<file path="config.mk">
export PLATFORM = sky130hd
export DESIGN_NAME = johnson_seq_ctrl
export DESIGN_NICKNAME = d
export VERILOG_FILES = /design/src/rtl/johnson_seq_ctrl.sv
export SDC_FILE = /design/constraint.sdc
export NUM_CORES = 1
export LEC_CHECK = 0
export ABC_AREA = 1
export CORE_ASPECT_RATIO = 1.1
export CORE_MARGIN = 2
export CORE_UTILIZATION = 50
export DETAILED_ROUTE_END_ITERATION = 8
export GPL_ROUTABILITY_DRIVEN = 0
export PLACE_DENSITY = 0.82
export SETUP_SLACK_MARGIN = 0.02
export SYNTH_ARGS = -nofsm -noshare
export SYNTH_HDL_FRONTEND = slang
export SYNTH_SLANG_ARGS = --single-unit
export TNS_END_PERCENT = 30
</file>
<file path="constraint.sdc">
create_clock -name clk -period 7.1 [get_ports clk]
set_input_delay 1.775 -clock clk [delete_from_list [all_inputs] [get_ports clk]]
set_output_delay 1.775 -clock clk [all_outputs]
set_load 0.02 [all_outputs]
</file>
<file path="src/rtl/johnson_seq_ctrl.sv">
// johnson_seq_ctrl
// Sequences a WIDTH-bit Johnson (twisted-ring) counter for a programmed number
// of steps in either direction. Supports pause, stop and preset-load, and
// reports busy/done status plus a decoded phase index for multi-phase enable
// generation downstream.
module johnson_seq_ctrl #(
    parameter int WIDTH = 8,
    parameter int CNT_W = 8,
    parameter int PH_W  = $clog2(2*WIDTH)
) (
    input  logic             clk,
    input  logic             rst,
    input  logic             start,
    input  logic [CNT_W-1:0] steps,
    input  logic             dir,
    input  logic             pause,
    input  logic             stop,
    input  logic             load,
    input  logic [WIDTH-1:0] load_val,
    output logic [WIDTH-1:0] jc_out,
    output logic [PH_W-1:0]  phase,
    output logic             busy,
    output logic             done,
    output logic             err
);

    typedef enum logic [1:0] {
        IDLE = 2'd0,
        RUN  = 2'd1,
        HOLD = 2'd2,
        DONE = 2'd3
    } state_t;

    state_t           state;
    logic [WIDTH-1:0] jc;
    logic [CNT_W-1:0] remaining;
    logic             run_dir;

    // A legal Johnson code is a thermometer pattern anchored at bit 0 or at the
    // MSB. A value anchored at bit 0 has no set bit above a clear bit, so
    // v & (v+1) clears to zero; the MSB-anchored case is the same test on ~v.
    // All-zeros and all-ones pass both forms.
    function automatic logic is_legal(input logic [WIDTH-1:0] v);
        logic [WIDTH-1:0] inv;
        logic             low_therm;
        logic             high_therm;
        inv        = ~v;
        low_therm  = ((v & (v + WIDTH'(1))) == '0);
        high_therm = ((inv & (inv + WIDTH'(1))) == '0);
        return low_therm || high_therm;
    endfunction

    // Number of ones in the register. It never exceeds WIDTH, so it fits in PH_W bits.
    function automatic logic [PH_W-1:0] ones_of(input logic [WIDTH-1:0] v);
        logic [PH_W-1:0] cnt;
        cnt = '0;
        for (int i = 0; i < WIDTH; i++) begin
            cnt = cnt + PH_W'(v[i]);
        end
        return cnt;
    endfunction

    // Decode the ring position. While the MSB is clear, the ring is filling with
    // ones, and the phase equals the popcount. Once the MSB is set, the ring is
    // draining, and the phase is 2*WIDTH - popcount. That value is formed as
    // (2*WIDTH-1) - popcount + 1 so every intermediate result stays inside PH_W
    // bits, even when 2*WIDTH is not a power of two.
    function automatic logic [PH_W-1:0] phase_of(input logic [WIDTH-1:0] v);
        logic [PH_W-1:0] cnt;
        cnt = ones_of(v);
        if (!v[WIDTH-1]) begin
            return cnt;
        end
        return (PH_W'(2*WIDTH-1) - cnt) + PH_W'(1);
    endfunction

    // Forward shift: the inverted MSB enters at bit 0.
    function automatic logic [WIDTH-1:0] shift_fwd(input logic [WIDTH-1:0] v);
        return {v[WIDTH-2:0], ~v[WIDTH-1]};
    endfunction

    // Reverse shift: the inverted bit 0 enters at the MSB.
    function automatic logic [WIDTH-1:0] shift_rev(input logic [WIDTH-1:0] v);
        return {~v[0], v[WIDTH-1:1]};
    endfunction

    // Sequencer FSM, counter register, step counter and status outputs.
    // busy and done are registered alongside the state, so each always equals
    // the decode of the state it accompanies.
    always_ff @(posedge clk or posedge rst) begin
        if (rst) begin
            state     <= IDLE;
            jc        <= '0;
            remaining <= '0;
            run_dir   <= 1'b0;
            err       <= 1'b0;
            busy      <= 1'b0;
            done      <= 1'b0;
        end else begin
            done <= 1'b0;
            case (state)
                IDLE: begin
                    busy <= 1'b0;
                    if (load) begin
                        // Load wins over start; an illegal preset parks the
                        // ring at zero and latches the error until reset.
                        if (is_legal(load_val)) begin
                            jc <= load_val;
                        end else begin
                            jc  <= '0;
                            err <= 1'b1;
                        end
                    end else if (start) begin
                        if (steps == '0) begin
                            state <= DONE;
                            done  <= 1'b1;
                        end else begin
                            remaining <= steps;
                            run_dir   <= dir;
                            state     <= RUN;
                            busy      <= 1'b1;
                        end
                    end
                end

                RUN: begin
                    if (stop) begin
                        state <= IDLE;
                        busy  <= 1'b0;
                    end else if (pause) begin
                        state <= HOLD;
                    end else begin
                        jc        <= run_dir ? shift_rev(jc) : shift_fwd(jc);
                        remaining <= remaining - CNT_W'(1);
                        if (remaining == CNT_W'(1)) begin
                            state <= DONE;
                            busy  <= 1'b0;
                            done  <= 1'b1;
                        end
                    end
                end

                HOLD: begin
                    // Leaving HOLD spends one edge without shifting; the
                    // next shift happens on the following edge in RUN.
                    if (stop) begin
                        state <= IDLE;
                        busy  <= 1'b0;
                    end else if (!pause) begin
                        state <= RUN;
                    end
                end

                DONE: begin
                    state <= IDLE;
                    busy  <= 1'b0;
                end

                default: begin
                    state <= IDLE;
                    busy  <= 1'b0;
                end
            endcase
        end
    end

    assign jc_out = jc;
    assign phase  = phase_of(jc);

endmodule

</file>
### Word level (Yosys, flattened, before mapping)

Cells that the tools add are included.

| operators by class | value |
|---|---|
| reductions and logical operators | 12 |
| add/subtract/negate cells | 12 |
| bitwise operators | 8 |
| equal/unequal tests | 15 |
| mux-type cells | 37 |

Operators by type and width:

| operator | number |
|---|---|
| $mux 8 | 10 |
| $pmux 8 s2 | 2 |
| $logic_not 8->1 | 3 |
| $add 4x1->4 | 4 |
| $add 8x1->8 const B | 2 |
| $and 8x8->8 | 2 |
| $mux 2 | 8 |
| $ne 2x2->1 const B | 7 |
| $mux 1 | 13 |
| $reduce_and 4->1 | 3 |
| $ne 3x3->1 const B | 3 |
| $eq 8x1->1 const B | 1 |
| $not 8->8 | 1 |
| $pmux 2 s4 | 1 |
| $sub 8x1->8 const B | 1 |
| $reduce_and 3->1 | 2 |
| $reduce_and 6->1 | 1 |
| $not 1->1 | 5 |
| $add 3x1->4 | 1 |
| $add 4x1->4 const B | 1 |
| $eq 2x2->1 const B | 2 |
| $mux 4 | 1 |
| $ne 4x4->1 const B | 1 |
| $pmux 1 s4 | 1 |
| other kinds (8) | 8 |

| word-level totals | value |
|---|---|
| logic and storage cells | 91 |
| register bits | 22 |

### Logic depth before layout (Yosys ltp)

Gate-level depths: netlist (run 1).

| logic depth | value |
|---|---|
| depth in word-level cells | 10 |
| depth in mapped cells | 11 |
| depth with buffers taken out | 11 |

### Worst setup path before layout (run 1)

No wires, ideal clock.

| timing path | value |
|---|---|
| kind | register -> output |
| from | reg jc[0], in the netlist jc_out[0] |
| to | out phase[2] |
| buffers on the path | 0 |
| required time | 5.325 ns |
| slack | 2.032 ns |
| arrival time | 3.293 ns |
| stages on the path, launching flop included | 12 |
| cells stage by stage | dfrtp_1 > inv_1 > fa_1 > fa_1 > fa_1 > inv_1 > ha_1 > inv_1 > fa_1 > ha_1 > nor2_1 > xnor2_1 |

| between the ends | value |
|---|---|
| longest elaborated chain between the ends | 10 |

Ends and longest elaborated chain:

| what | RTL line | text |
|---|---|---|
| from (decl) | 35 | `logic [WIDTH-1:0] jc;` |
| from (signal assigned) | 108 | `jc <= load_val;` |
| from (signal assigned) | 133 | `jc <= run_dir ? shift_rev(jc) : shift_fwd(jc);` |
| $add 1x1->2 (*) | 58 | `cnt = cnt + PH_W'(v[i]);` |
| $add 2x1->3 (*) | 58 |  |
| $add 3x1->4 (*) | 58 |  |
| $add 4x1->4 (*) (4 in series) | 58 |  |
| $sub 4x4->4 | 74 | `return (PH_W'(2*WIDTH-1) - cnt) + PH_W'(1);` |
| $add 4x1->4 | 74 |  |
| $mux 4 (*) | 74 |  |
| to (decl) | 21 | `output logic [PH_W-1:0] phase,` |

Mark *: on every way between the ends. The rest lies on a longest branch, timed or not.

### Final worst setup path (run 1)

Same ends and word-level chain as after synthesis.

==> run metrics, run 1 <==
asr flop ratio synth=100%; synth unique cells=31; relative slew slack=42.6%; syn nets=309; number of fill cells=339; max frequency=171 MHz; Ant. Diodes=0; Via-to-Cell Ratio=5.03; starting density of the core=51.7%; layout cells sized above 1=8.63%; status=completed; DRC=0; synthesized cell area=1860 um2; area grow syn2layout=24.4%; final-report hold violation count=0; max cap viols=0; setup bufs post-CTS=0; CP Cell Sequence=inv_1 > fa_1 > fa_1 > fa_1 > inv_1 > ha_1 > inv_1 > fa_1 > ha_1 > nor2_1 > xnor2_1 > clkdlybuf4s50_1; CP max stage cell=clkdlybuf4s50_1; global-route usage over all layers=20.9%; Worst Max-Slew Pin Slew=0.860 ns; I/O Buffers=37; Req. time, crit path=5.33 ns; FP Rows=23; slowest stage delay, CP=0.63 ns; CTS Hold Bufs=0; kind of start point of the critical path=flop; crit end category=output pin; Mapped Cells=276; DR WL/cell=11.2 um; crit path buf inv count=4; Main synth FF type=dfrtp_1; CP top delay family=adder cells; Chip Width=62.1 um; register area share after synthesis=29.6%; core region area=3600 um2; first-pass GRT wire length=7010 um; Iter 0 DRT Violations=81; Post-CTS Resized=0; EDFF count, synth=0; Yosys reg bits=22; Synth Warn #=0; CTS buffer count=3; Die Footprint=4220 um2; final wirelength=4060 um; Max Slew Vio Count=0; grt ovf=0; fin nets=347; RSZ-0062 raised after global routing=no; First-pass DRT Iterations=4; htree depth=1; initial antenna violation count=0; CTS root buffer=clkbuf_8; CTS tree=built; Final period util=82.2%; vias after detailed routing=1827; synthesized area per cell=6.74 um2; Final setup viols=0; clock slew at reported path FFs=0.08 ns; post-route minimum period=5.83 ns; io pins=38; Final ANT Viol Nets=0; clk buf depth=2; pin count of the biggest net entering global routing=27; skew final=0.00473 ns; Clk Latency, worst-skew pair=0.26 ns; CP Class=flop to output pin; vias in the first global route=1666; CP most frequent cell=fa_1; Die Y=68.0 um; crit path DAT=4.06 ns; final setup TNS=0 ns; Reg area=551 um2; multi-input logic area=1080 um2; clock sink total=22; hold crit path type=flop to flop; HPWL Detailed=3220 um; worst-path fanout max=4
cells by family after synthesis:
logic type,count (synthesis),share of synthesized area [%]
AOI/OAI and AO/OA,42,13.9
xor gates and xnor gates,5,2.36
adders and majority gates,10,8.34
buffers and inverters,56,12.5
DFF,22,29.6
muxes,1,0.538
and+or+nand+nor,140,32.7
tightest hold or removal path: stages, from the launching register on:
cell and delay [ns]:
dfrtp_1 0.35, nand2_1 0.06, nand2_1 0.05
synth_stat cells, types with 2 or more instances:
master,number,area share [%]
nand3_1,15,4.0
inv_1,44,8.9
nor2_1,41,8.3
nand4_1,9,3.0
o21ai_0,21,5.7
a21oi_1,7,1.9
fa_1,4,4.3
o21ai_2,6,2.8
nand2_4,2,1.2
nor3_1,2,0.54
a21oi_2,3,1.4
nand2_1,66,13
xor2_1,3,1.4
dfrtp_1,22,30
xnor2_1,2,0.94
nor2_4,2,1.2
ha_1,6,4.0
inv_2,6,1.2
o21ai_1,2,0.54
buf_6,2,1.2
final timing paths:
| kind | endpoint | cells past startpoint | slack (ns) | startpoint |
|---|---|---|---|---|
| worst min register to register | busy$_DFFE_PP0P_ | 2 | 0.49 | busy$_DFFE_PP0P_ |
| max in group asynchronous | busy$_DFFE_PP0P_ | 2 | 4.58 | rst |
| worst max-delay path | phase[2] | 12 | 1.27 | jc_out[0]$_DFFE_PP0P_ |
| worst min-delay path | busy$_DFFE_PP0P_ | 2 | 0.49 | busy$_DFFE_PP0P_ |
| worst max register to register | remaining[2]$_DFFE_PP0P_ | 6 | 5.42 | state[0]$_DFFE_PP0P_ |
| min in group asynchronous | remaining[5]$_DFFE_PP0P_ | 2 | 1.99 | rst |
area by class of cell:
| class | count | share of cell area [%] |
|---|---|---|
| multi-input cells | 198 | 46.5 |
| repair buffers | 37 | 16.0 |
| inverters | 52 | 8.55 |
| clock buffers | 4 | 2.38 |
| flip-flops and latches | 22 | 23.8 |
| well taps | 50 | 2.71 |
stage by stage:
stage | instance area, um2 | setup WS [ns] | std cells | util [%] | hold WS, ns
floorplan | 1860 | 2.03 | 276 | - | 0.453
global placement | 2260 | 1.67 | 359 | 62.7 | 0.464
detailed placement | 2260 | 1.54 | 359 | 62.7 | 0.471
CTS | 2310 | 1.24 | 363 | 64.3 | 0.496
global route | 2310 | 1.09 | 363 | 64.3 | 0.533
finish | 2310 | 1.27 | 363 | 64.3 | 0.485
state kept, by name, indices dropped and copies added, names as in the netlist:
name       count
busy           1
done           1
err            1
jc_out         8
remaining      8
run_dir        1
state          2
routing by layer:
layer / up-vias / share of wire, % / track usage (%)
li1: 943 / - / -
met1: 838 / 42 / 24.2
met2: 42 / 54 / 41.2
met3: 4 / 3.4 / 2.30
met4: 0 / 0.84 / 6.67
met5: - / 0 / 0
layout by cell type (no fill, tap or decap):
master / instances
a21oi_1: 7
a21oi_2: 3
a31oi_1: 1
clkbuf_8: 4
clkdlybuf4s50_1: 37
clkinv_1: 1
dfrtp_1: 22
fa_1: 4
ha_1: 6
inv_1: 44
inv_2: 6
inv_4: 1
mux2i_1: 1
nand2_1: 66
nand2_2: 1
nand2_4: 2
nand3_1: 15
nand3b_1: 1
nand4_1: 9
nor2_1: 41
nor2_2: 1
nor2_4: 2
nor3_1: 2
o21ai_0: 21
o21ai_1: 2
o21ai_2: 6
o21ai_4: 1
o21bai_1: 1
xnor2_1: 2
xor2_1: 3
Power of run 1 is not shown: default switching activity piles up to over one toggle a cycle in this logic, so the estimate is an artifact.
==> inputs of run 2 (changes only) <==
--- a/config.mk
+++ b/config.mk
@@ -8,10 +8,10 @@
 export ABC_AREA = 1
 export CORE_ASPECT_RATIO = 1.1
 export CORE_MARGIN = 2
-export CORE_UTILIZATION = 50
+export CORE_UTILIZATION = 47
 export DETAILED_ROUTE_END_ITERATION = 8
 export GPL_ROUTABILITY_DRIVEN = 0
-export PLACE_DENSITY = 0.82
+export PLACE_DENSITY = 0.81
 export SETUP_SLACK_MARGIN = 0.02
 export SYNTH_ARGS = -nofsm -noshare
 export SYNTH_HDL_FRONTEND = slang
==> constraint.sdc (replaced) <==
create_clock -name clk -period 5 [get_ports clk]
set_input_delay 1.25 -clock clk [delete_from_list [all_inputs] [get_ports clk]]
set_output_delay 1.25 -clock clk [all_outputs]
set_load 0.02 [all_outputs]
==> run metrics, run 2 (synthesis gave the netlist of run 1 again) <==
initial antenna violation count=0; skew final=0.00836 ns; Die Footprint=4480 um2; max frequency=204 MHz; commonest non-fill, non-tap cell in the layout=nand2_1; Die Y=70.0 um; CP max stage cell=fa_1; post-route minimum period=4.91 ns; CTS buffer count=3; first-pass GRT wire length=7000 um; Chip Width=64.0 um; starting density of the core=50.1%; grt ovf=0; final setup TNS=0 ns; Clk Latency, worst-skew pair=0.27 ns; clock sink total=22; area grow syn2layout=25.9%; status=completed; CTS Hold Bufs=0; multi-input logic area=1080 um2; FP Rows=23; crit path DAT=3.66 ns; crit path launch=jc_out[0]$_DFFE_PP0P_; global-route usage over all layers=19.2%; CP most frequent cell=fa_1; core region area=3710 um2; vias after detailed routing=1807; pin count of the biggest net entering global routing=27; I/O Buffers=37; fin nets=350; Worst Max-Slew Pin Slew=0.887 ns; vias in the first global route=1696; final-report hold violation count=0; worst-path fanout max=3; Reg area=551 um2; Req. time, crit path=3.75 ns; relative slew slack=40.8%; htree depth=1; layout cells sized above 1=10.1%; First-pass DRT Iterations=4; clock slew at reported path FFs=0.09 ns; number of fill cells=329; clk buf depth=2; Via-to-Cell Ratio=4.94; Fin Hold WS=0.467 ns; Iter 0 DRT Violations=133; CP Cell Sequence=inv_1 > fa_1 > fa_1 > fa_1 > inv_1 > ha_1 > inv_1 > fa_1 > ha_1 > nor2_1 > xnor2_1 > clkdlybuf4s15_1; Ant. Diodes=0; post-route insts no fill=366; most frequent cells in the layout=66 x nand2_1, 44 x inv_1, 41 x nor2_1; HP Start=err$_DFFE_PP0P_; hold crit path type=flop to flop; Final ANT Viol Nets=0; Final period util=98.3%; Final setup viols=0; RSZ-0062 raised after global routing=yes; FF-to-FF Start=state[0]$_DFFE_PP0P_; max cap viols=0; placed cell count=362; CTS tree=built; crit end category=output pin; HPWL Detailed=3160 um; CTS root buffer=clkbuf_8; DR WL/cell=11.1 um; Max Slew Vio Count=0; kind of start point of the critical path=flop; DRC=0; CP Class=flop to output pin; slowest stage delay, CP=0.55 ns; final wirelength=4050 um; io pins=38
[run 2: critical path: cells and delay by family (launching register included)]
| kind | cells | cell delay, ns |
|---|---|---|
| flops | 1 | 0.35 |
| buf+inv | 4 | 0.49 |
| xor+xnor | 1 | 0.12 |
| fa+ha+maj | 6 | 2.31 |
| simple gates | 1 | 0.12 |
[run 2: per-stage QoR]
step           setup slack (ns)  cell area, um2  util (%)
2_1_floorplan             0.457            1860         -
3_3_place_gp              0.159            2280      61.4
3_5_place_dp             0.0891            2280      61.4
4_1_cts                  0.0533            2350      63.2
5_1_grt                 -0.0927            2340      63.1
6_report                 0.0862            2340      63.1
[run 2: repair_timing]
action | CTS | global route
setup endpoints to repair | 3 | 3
cloned | 0 | 0
setup buffers | 0 | 0
gates resized for setup | 3 | 7
[run 2: final timing paths]
path	endpoint	slack, ns	cells after the start
min in group asynchronous	jc_out[5]$_DFFE_PP0P_	1.46	2
max in group asynchronous	remaining[6]$_DFFE_PP0P_	2.99	2
hold reg to reg	err$_DFFE_PP0P_	0.47	2
setup / recovery	phase[2]	0.09	12
hold / removal	err$_DFFE_PP0P_	0.47	2
setup reg to reg	jc_out[3]$_DFFE_PP0P_	3.33	7
[run 2: final cells by class]
| cell class | count | share of cell area (%) |
|---|---|---|
| multi-input combinational | 198 | 46.0 |
| sequential | 22 | 23.5 |
| timing repair buffer | 40 | 16.4 |
| inverter | 52 | 8.44 |
| tap | 50 | 2.67 |
| clock buffer | 3 | 1.76 |
| clock inverter | 1 | 1.28 |
[run 2: routing by layer]
metal  global-route usage (%)  routed length (um)  vias up
met5                        0                   0        -
met4                     3.62                  31        0
met3                     2.42                 147        5
met2                     35.8                2070       46
met1                     23.4                1800      811
li1                         -                   -      945
Power of run 2 is left out for the same reason.
==> RTL edit (config.mk and constraints of run 2) <==
Change the parameter `WIDTH` from 8 to 4.
--- a/src/rtl/johnson_seq_ctrl.sv
+++ b/src/rtl/johnson_seq_ctrl.sv
@@ -4,7 +4,7 @@
 // reports busy/done status plus a decoded phase index for multi-phase enable
 // generation downstream.
 module johnson_seq_ctrl #(
-    parameter int WIDTH = 8,
+    parameter int WIDTH = 4,
     parameter int CNT_W = 8,
     parameter int PH_W  = $clog2(2*WIDTH)
 ) (
Ports: changed (resized jc_out, load_val and phase); port bits go from 38 to 29. No check against the original RTL was run, so the function may have changed too.
==> RTL edit against run 2 <==
  * Highest routed layer unchanged
  * Final area fell by 29%
  * Worst hold slack improved by 8.6 ps
  * Worst setup slack improved by 790 ps
  * Synthesized cell count fell by 26%
  * Critical endpoint unchanged
  * Non-clock buffer count fell by 12
  * Wire length fell by 33%
  * Sequential cell count fell by 4
  * Count of clock-buffer cells in the layout did not move
  * Area after synthesis fell by 28%
  * Critical path depth fell by 1
==> RTL edit: results (changes against run 2) <==
** Logic synthesis
- The number of different library cells in the post-synthesis netlist was 22 (-29%).
- Post-synthesis xor/xnor area fraction :: 0.652% (-1.7 points)
- Mux cell area share after synthesis :: 0% (-0.54 points)
- Ranking of synthesized cells by instance count :: sky130_fd_sc_hd__nand2_1 (59), sky130_fd_sc_hd__inv_1 (29), sky130_fd_sc_hd__nor2_1 (27)
- Synthesized instance count :: 205 (-26%)
- The net count of the mapped netlist is 230 (-26%).
- Sequential element share of the synthesized area :: 33.5% (+3.9 points)

** Placed design
- The total half-perimeter wirelength after legalization and detailed placement is 2160 µm (-32%).
- The number of placed instances with taps included was 264 (-27%).
- The cell area after placement was 0.00165 mm² (-28%).

** Cells and area
- The clock-cell share of area is 1.35% (-1.7 points).
- Sequential share of cell area :: 26.9% (+3.4 points)
- The buffering overhead was 16.8% (+0.40 points).
- The number of fill cells in the layout is 277 (-16%).
- The number of buffers other than clock buffers in the final layout was 28 (-30%).
- The area of the multi-input gates came to 756 µm² (-30%).

** Detailed routing
- Post-DR wirelength/cell :: 10.2 µm (-8.0%)
- Number of DRC markers after the initial detailed-route iteration :: 27 (-80%)

** Worst setup path
- The arrival time reported for the critical path endpoint was 2880 ps (-780 ps).
- The maximum fanout along the worst path is 5 (+2).

** Die
- The area of the die came to 0.00330 mm² (-26%).

** STA
- The pin slew with the least headroom to its limit was 712 ps (-175 ps).
- Worst clock skew :: 6.55 ps (-1.81 ps)

** Outcome
- The run finished with clean final reports.

** CTS
- CTS placed an instance of sky130_fd_sc_hd__clkbuf_4 at the clock tree root.
- The clock latency at the later pin of the worst-skew pair came to 300 ps (+30 ps).

** Global routing
- The met2 routing resource usage after global routing is 33.0% (-2.8 points).
RTL edit: how the worst min path moves through the flow:
stage | to | cells after the start
6_report | err$_DFFE_PP0P_ | 1
4_1_cts | err$_DFFE_PP0P_ | 1
3_5_place_dp | err$_DFFE_PP0P_ | 1
5_1_grt | err$_DFFE_PP0P_ | 1
2_1_floorplan | remaining[7]$_DFFE_PP0P_ | 2
3_3_place_gp | err$_DFFE_PP0P_ | 1
RTL edit: worst max-delay path, stage by stage, from the launching register on:
cell and delay (ps):
sky130_fd_sc_hd__dfrtp_1 420, sky130_fd_sc_hd__inv_1 80, sky130_fd_sc_hd__fa_1 530, sky130_fd_sc_hd__inv_1 40
sky130_fd_sc_hd__ha_1 170, sky130_fd_sc_hd__ha_1 260, sky130_fd_sc_hd__inv_1 40, sky130_fd_sc_hd__ha_1 180
sky130_fd_sc_hd__nor2_1 140, sky130_fd_sc_hd__xnor2_1 80, sky130_fd_sc_hd__inv_1 50, sky130_fd_sc_hd__clkdlybuf4s50_1 580
